<file path="src/rtl/gg_nal_start_detect.sv">
// NAL start-code detector: scans 16-byte big-endian words (plus two carried bytes) for
// unprotected 00 00 01 sequences, marks start-code and header lanes, and registers the beat.
module gg_nal_start_detect #(
  parameter int WIDTH      = 128,
  parameter int BYTE_WIDTH = WIDTH / 8,
  parameter int CNT_W      = 16
) (
  input  logic                  clk,
  input  logic                  reset,
  input  logic [WIDTH-1:0]      iport,
  input  logic [BYTE_WIDTH-1:0] iflag,
  input  logic                  iport_valid,
  output logic                  iport_ready,
  output logic [WIDTH-1:0]      oport,
  output logic [BYTE_WIDTH-1:0] oflag,
  output logic [BYTE_WIDTH-1:0] sc_mask,
  output logic [BYTE_WIDTH-1:0] hdr_mask,
  output logic                  oport_valid,
  input  logic                  oport_ready,
  output logic                  nal_valid,
  output logic [1:0]            nal_ref_idc,
  output logic [4:0]            nal_unit_type,
  output logic                  nal_fzb_err,
  output logic [CNT_W-1:0]      nal_count
);

  localparam int WIN_B = BYTE_WIDTH + 2;

  function automatic logic [4:0] popcount(input logic [BYTE_WIDTH-1:0] m);
    logic [4:0] n;
    n = '0;
    for (int i = 0; i < BYTE_WIDTH; i++) n = n + {4'd0, m[i]};
    return n;
  endfunction

  logic                  vld_p1;
  logic [WIDTH-1:0]      data_p1;
  logic [BYTE_WIDTH-1:0] flag_p1;
  logic [BYTE_WIDTH-1:0] sc_p1;
  logic [BYTE_WIDTH-1:0] hdr_p1;
  logic                  nal_vld_p1;
  logic [1:0]            ref_idc_p1;
  logic [4:0]            unit_type_p1;
  logic                  fzb_p1;
  logic [CNT_W-1:0]      count_p1;

  // Bytes carried from the previous accepted beat (lanes 1 and 0), with their flags.
  logic [7:0]            c1_byte, c0_byte;
  logic                  c1_flag, c0_flag;
  logic                  hdr_pend;

  logic                  accept;
  logic [8*WIN_B-1:0]    win_data_p0;
  logic [WIN_B-1:0]      win_flag_p0;
  logic [BYTE_WIDTH-1:0] sc_p0;
  logic [BYTE_WIDTH-1:0] hdr_p0;
  logic [7:0]            hdr_byte_p0;
  logic                  fzb_p0;

  assign iport_ready = ~vld_p1 | oport_ready;
  assign accept      = iport_valid & iport_ready;

  assign win_data_p0 = {c1_byte, c0_byte, iport};
  assign win_flag_p0 = {c1_flag, c0_flag, iflag};

  // Stage p0: window scan, header selection
  always_comb begin
    sc_p0 = '0;
    for (int i = 0; i < BYTE_WIDTH; i++) begin
      sc_p0[i] = (win_data_p0[8*i +: 8] == 8'h01) &&
                 (win_data_p0[8*(i+1) +: 8] == 8'h00) &&
                 (win_data_p0[8*(i+2) +: 8] == 8'h00) &&
                 (win_flag_p0[i +: 3] == 3'b000);
    end
  end

  assign hdr_p0 = {hdr_pend, sc_p0[BYTE_WIDTH-1:1]};

  // Scanning from lane 15 down leaves the last header byte in stream order selected.
  always_comb begin
    hdr_byte_p0 = 8'h00;
    fzb_p0      = 1'b0;
    for (int i = BYTE_WIDTH - 1; i >= 0; i--) begin
      if (hdr_p0[i]) begin
        hdr_byte_p0 = iport[8*i +: 8];
        fzb_p0      = fzb_p0 | iport[8*i+7];
      end
    end
  end

  // Stage p1: output register and carry state
  always_ff @(posedge clk) begin
    if (reset) begin
      vld_p1       <= 1'b0;
      data_p1      <= '0;
      flag_p1      <= '0;
      sc_p1        <= '0;
      hdr_p1       <= '0;
      nal_vld_p1   <= 1'b0;
      ref_idc_p1   <= '0;
      unit_type_p1 <= '0;
      fzb_p1       <= 1'b0;
      count_p1     <= '0;
      c1_byte      <= 8'hFF;
      c0_byte      <= 8'hFF;
      c1_flag      <= 1'b0;
      c0_flag      <= 1'b0;
      hdr_pend     <= 1'b0;
    end else if (accept) begin
      vld_p1     <= 1'b1;
      data_p1    <= iport;
      flag_p1    <= iflag;
      sc_p1      <= sc_p0;
      hdr_p1     <= hdr_p0;
      nal_vld_p1 <= |hdr_p0;
      fzb_p1     <= fzb_p0;
      if (|hdr_p0) begin
        ref_idc_p1   <= hdr_byte_p0[6:5];
        unit_type_p1 <= hdr_byte_p0[4:0];
      end
      count_p1 <= count_p1 + CNT_W'(popcount(sc_p0));
      c1_byte  <= iport[15:8];
      c0_byte  <= iport[7:0];
      c1_flag  <= iflag[1];
      c0_flag  <= iflag[0];
      hdr_pend <= sc_p0[0];
    end else if (oport_ready) begin
      vld_p1 <= 1'b0;
    end
  end

  assign oport_valid   = vld_p1;
  assign oport         = data_p1;
  assign oflag         = flag_p1;
  assign sc_mask       = sc_p1;
  assign hdr_mask      = hdr_p1;
  assign nal_valid     = nal_vld_p1 & vld_p1;
  assign nal_ref_idc   = ref_idc_p1;
  assign nal_unit_type = unit_type_p1;
  assign nal_fzb_err   = fzb_p1;
  assign nal_count     = count_p1;

endmodule

</file>
<file path="config.mk">
export PLATFORM = sky130hd
export DESIGN_NAME = gg_nal_start_detect
export DESIGN_NICKNAME = d
export VERILOG_FILES = /design/src/rtl/gg_nal_start_detect.sv
export SDC_FILE = /design/constraint.sdc
export NUM_CORES = 1
export LEC_CHECK = 0
export ABC_AREA = 1
export BUFFER_PORTS_ARGS = -buffer_cell sky130_fd_sc_hd__buf_2
export CAP_MARGIN = 40
export CORE_MARGIN = 2
export CORE_UTILIZATION = 54
export CTS_CLUSTER_SIZE = 24
export DETAILED_ROUTE_END_ITERATION = 8
export PLACE_DENSITY = 0.95
export SYNTH_ARGS = -nofsm -noshare
export SYNTH_HDL_FRONTEND = slang
export SYNTH_SLANG_ARGS = --single-unit
</file>
<file path="constraint.sdc">
create_clock -name clk -period 14.05 [get_ports clk]
set_input_delay 1.405 -clock clk [delete_from_list [all_inputs] [get_ports clk]]
set_output_delay 1.405 -clock clk [all_outputs]
set_load 0.01 [all_outputs]
</file>
# Yosys cells after proc, flatten, opt, wreduce, memory -nomap -nowiden
# Cells that the tools add are included.
word_totals:
  register_bits: 221
  inputBits: 148
  wordCells: 184
op_classes:
  n_addsub: 16
  eq_ne: 16
  muxes: 34
  bitwise_logic: 19
  n_reduce_logical: 84
op_table:
  columns: ["cell", "n"]
  rows:
  - ["$logic_not 8->1", 17]
  - ["$eq 8x1->1 const B", 16]
  - ["$mux 7", 16]
  - ["$add 5x1->5", 11]
  - ["$logic_and 1x1->1", 48]
  - ["$logic_not 3->1", 16]
  - ["$mux 1", 18]
  - ["$add 16x5->16", 1]
  - ["$or 1x1->1", 16]
  - ["$reduce_or 16->1", 1]
  - ["$add 4x1->5", 1]
  - ["$add 3x1->4", 1]
  - ["$add 2x1->3", 1]
  - ["$add 1x1->2", 1]
  - ["$and 1x1->1", 2]
  - ["$reduce_and 2->1", 1]
  - ["$reduce_bool 2->1", 1]
  - ["$not 1->1", 1]

# Depth between registers and ports, before layout
depth:
  word_depth: 33
  ltp_mapped: 30
  mapped_depth_nobuf: 30

# Worst setup path before layout
# OpenSTA, ideal clock, no wires.
synth_path:
  kind: "input-to-reg"
  start: "input port iport[52]"
  end: "register count_p1[14], in the netlist nal_count[14]"
  t_arrival_ns: 6.473
  slack_ns: 7.450
  path_stages: 25
  n_path_buf: 1
  cell_sequence: "nor4_1 > nand4_1 > nor3_2 > buf_2 > inv_1 > fa_1 > fa_1 > fa_1 > fa_1 > inv_1 > fa_1 > fa_1 > a31oi_1 > nor2_1 > o21ai_0 > nor2_1 > nand2_1 > nor2_1 > and3_1 > nand2_1 > inv_1 > nand2_1 > nor2_1 > xnor2_1 > nor2_1"
synth_between:
  elab_chain_cells: 16
  word_cells_on_any_way: 23
  cone_classes: "add/sub (13); eq/ne (1); reduce/logical (9)"
synth_rtl:
  columns: ["item", "line", "text"]
  rows:
  - ["start: declaration", "10", "input logic [WIDTH-1:0] iport,"]
  - ["$logic_not 8->1", "71, 72", null]
  - ["$logic_and 1x1->1 (on tied branches)", "71, 70", null]
  - ["$logic_and 1x1->1 (on tied branches)", "72, 71", null]
  - ["$add 4x1->5 or $logic_and 1x1->1 (tied branches)", "32, 72", null]
  - ["$add 5x1->5", "32", "for (int i = 0; i < BYTE_WIDTH; i++) n = n + {4'd0, m[i]};"]
  - ["$add 5x1->5 * (10 in a row)", "32", null]
  - ["$add 16x5->16 *", "121", "count_p1 <= count_p1 + CNT_W'(popcount(sc_p0));"]
  - ["end signal: assignment", "121", null]
  - ["end: declaration", "45", "logic [CNT_W-1:0] count_p1;"]
# Mark *: on every way between the ends. The rest lies on a longest branch, timed or not.
# A chain may end at the register's enable or synchronous reset.

# Worst setup path after layout
layout_path:
  start: "input port iport[85]"
  end: "register count_p1[14], in the netlist nal_count[14]"
layout_between:
  elab_chain_cells: 12
  word_cells_on_any_way: 19
  cone_classes: "add/sub (9); eq/ne (1); reduce/logical (9)"
layout_rtl:
  columns: ["item", "line"]
  rows:
  - ["$logic_not 8->1", "71, 72"]
  - ["$logic_and 1x1->1 (on tied branches)", "71, 70"]
  - ["$logic_and 1x1->1 (on tied branches)", "72, 71"]
  - ["$add 5x1->5 or $logic_and 1x1->1 (tied branches)", "32, 72"]
  - ["$add 5x1->5", "32"]
  - ["$add 5x1->5 * (6 in a row)", "32"]
  - ["$add 16x5->16 *", "121"]
# Marked as above.

==> results.md <==
- CP Max Fanout: 11
- Max frequency: 0.147 GHz
- Cell taking the most area after synthesis: dfxtp_1
- Total negative setup slack: 0 ps
- HP Start: oport[15]
- Total power draw: 1.46 mW
- Hold path cells: 2
- CP Class: input pin to flop
- Detailed-route via count: 11,100
- Max IR drop VDD: 0.111 mV
- Die width: 139 microns
- CP max stage cell: fa_1
- ANT cells: 0
- Buf/Inv on CP: 3
- Site row count: 49
- R2R depth: 26
- Die area: 0.0193 sq mm
- Mapped Area: 0.00983 sq mm
- Final Max Tran Viols: 0
- End of the worst hold path: oport[15]
- Commonest cells post-synth: nand2_1, nor2_1, dfxtp_1
- Total length of routed wires: 34.2 mm
- Total nets after synthesis: 1,577
- Post-cts gate resize count: 0
- CP endpoint kind: flop
- Slew @ Worst Pin: 909 ps
- R2R Path End: nal_count[14]
- Crit path top cell by count: fa_1
- # IOs: 351
- Worst Path Required: 14,410 ps
- Share of cells above drive strength 1: 25.1%
- Top Family by Delay on Critical Path: adder cells
- Clock transition at the registers of the reported paths: 60 ps
- Clock tree buffer depth: 3
- Clock sink count: 203
- Die Y-Extent: 139 microns
- Post-DP HPWL: 25.2 mm
- Htree depth: 1
- Ys Warns: 0
- Gate Count Post-Synth: 1,409
- Core area: 0.0179 sq mm
- Post-layout net count: 1,872
- RD Place Congestion: 0.960
- Power per Cell Area: 118 mW/mm^2
- Register area share after synthesis: 41.3%
- Startpoint Class: input pin
- First-pass GRT wire length: 53.1 mm
- Setup repair after global routing missed its margin: no
- CTS buffer count: 22
- Leakage: 6.33 nW
- First DRT Iteration DRCs: 1,039
- GRT Overall Usage: 33.6%
- # DRC: 0
- Final Hold Violating Endpoints: 0
- Skew final: 5.43 ps
- Yosys top cell area share: 41.3%
- Post-layout min period: 6780 ps
- Final setup viols: 0
- Start of the worst register-to-register path: c0_byte[7]
- CTS root buffer: clkbuf_16
- First drt pass iteration count: 6
- Largest net degree at the start of global routing: 94
- # port buffers: 350
- Post-DR vias/cell: 5.68
- Yosys cell types: 42
- Area contributors post-synth: dfxtp_1, a21oi_1, o21ai_0
- R2R Setup Slk: 8270 ps
- Routed Antenna Nets: 0
- Initial antenna violation count: 0
- Initial core utilization: 54.9%
- Period utilization: 48.3%
- Fillers: 1,433
- Hold_buf cts: 0
- Synth Flop Type: dfxtp_1
- Slew Limit Headroom: 38.9%
- Clk_lat worst skew: 500 ps
- CTS tree: yes
- Area delta synth->final: 25.6%
- Hold crit path type: flop to flop
- Global route total overflow: 0
- Yosys reg bits: 203
- Worst Path Arrival: 7140 ps
- Vias in the first global route: 10,500
- Max-cap violations: 0
- Status: complete, no violations
- Hold Slack: 460 ps
- Wire per inst: 17.5 microns
- Number of flops mapped to enable cells by yosys: 0
- Synth Area per Inst: 6.98 sq um
- Post-synth ARST share: 0%
- Post-CTS setup buffer count: 0
- CP peak stage delay: 670 ps
-- kinds of logic (layout without fill, tap and decap cells) --
kind of cell / after synthesis / in the layout / synth area share (%)
and+or+nand+nor: 557 / 557 / 24.7
AOI/OAI and AO/OA: 371 / 371 / 19.6
adders and majority gates: 20 / 20 / 3.46
DFF: 203 / 203 / 41.3
xor gates and xnor gates: 4 / 4 / 0.356
buffers and inverters: 254 / 565 / 10.5
-- state kept, by name, indices dropped and copies added, names as in the netlist --
| register | cells |
|---|---|
| oflag | 16 |
| nal_count | 16 |
| hdr_mask | 2 |
| nal_fzb_err | 1 |
| nal_vld_p1 | 1 |
| c1_byte | 8 |
| nal_unit_type | 5 |
| nal_ref_idc | 2 |
| oport | 128 |
| oport_valid | 1 |
| sc_mask | 15 |
| c0_byte | 8 |
-- power by group --
part | internal [mW] | total (mW) | leakage [nW] | switching, mW
Combinational | 0.0747 | 0.210 | 4.27 | 0.135
Clock | 0.375 | 0.614 | 0.379 | 0.239
Sequential | 0.616 | 0.639 | 1.68 | 0.0227
-- worst reg2reg max path, delay by kind of cell (launching register included) --
family / cells / cell delay (ps)
DFF: 1 / 320
AOI/OAI and AO/OA: 2 / 490
buffers and inverters: 3 / 200
and+or+nand+nor: 14 / 1750
xor gates and xnor gates: 1 / 130
adders and majority gates: 6 / 2750
-- layout by cell type (no fill, tap or decap), types with 8 or more instances in the layout --
cell type  Yosys  routed
ha_1           8       8
clkbuf_16      0      23
nand3_1       50      50
fa_1          12      12
o21ai_0      170     170
nor2_1       211     211
buf_2          4     350
nand4_1       27      27
dfxtp_1      203     203
nor3_1        18      17
a21oi_1      174     174
inv_1        160     158
nor4_1        13      13
nand2_1      211     210
-- layout make-up --
type,count,area (sq um),share of cell area [%]
sequential,203,4060,32.9
tap,229,287,2.32
inverter,166,631,5.11
timing repair buffer,359,1860,15.1
multi-input combinational,952,4740,38.4
clock buffer,31,646,5.23
clock inverter,9,123,0.993
-- how the worst max path moves through the flow --
stage | start | end | slack (ps) | depth (start not counted)
after floorplan | iport[52] | nal_count[14] | 7450 | 25
final | iport[85] | nal_count[14] | 7270 | 25
after detailed placement | iport[85] | nal_count[14] | 6920 | 25
after global placement | iport[85] | nal_count[14] | 7000 | 25
after CTS | iport[85] | nal_count[14] | 7330 | 25
after global routing | iport[85] | nal_count[14] | 6790 | 25
-- per-stage QoR --
| step | util (%) | cells | setup WS (ps) | instance area (sq um) |
|---|---|---|---|---|
| after floorplan | - | 1409 | 7450 | 9830 |
| after global placement | 64.4 | 1907 | 7000 | 11500 |
| after detailed placement | 64.7 | 1909 | 6920 | 11600 |
| after CTS | 69.0 | 1949 | 7330 | 12400 |
| after global routing | 69.0 | 1949 | 6790 | 12400 |
| final | 69.0 | 1949 | 7270 | 12400 |
-- per-layer routing --
layer | routed length [microns] | part of all wire (%) | vias to the layer above | track usage (%)
li1 | - | - | 5203 | -
met1 | 13300 | 39 | 5005 | 42.1
met2 | 15600 | 46 | 720 | 55.5
met3 | 3450 | 10 | 133 | 6.73
met4 | 1810 | 5.3 | 0 | 16.3
met5 | 0 | 0 | - | 0
Note: power is estimated with default switching activity, not from simulation.
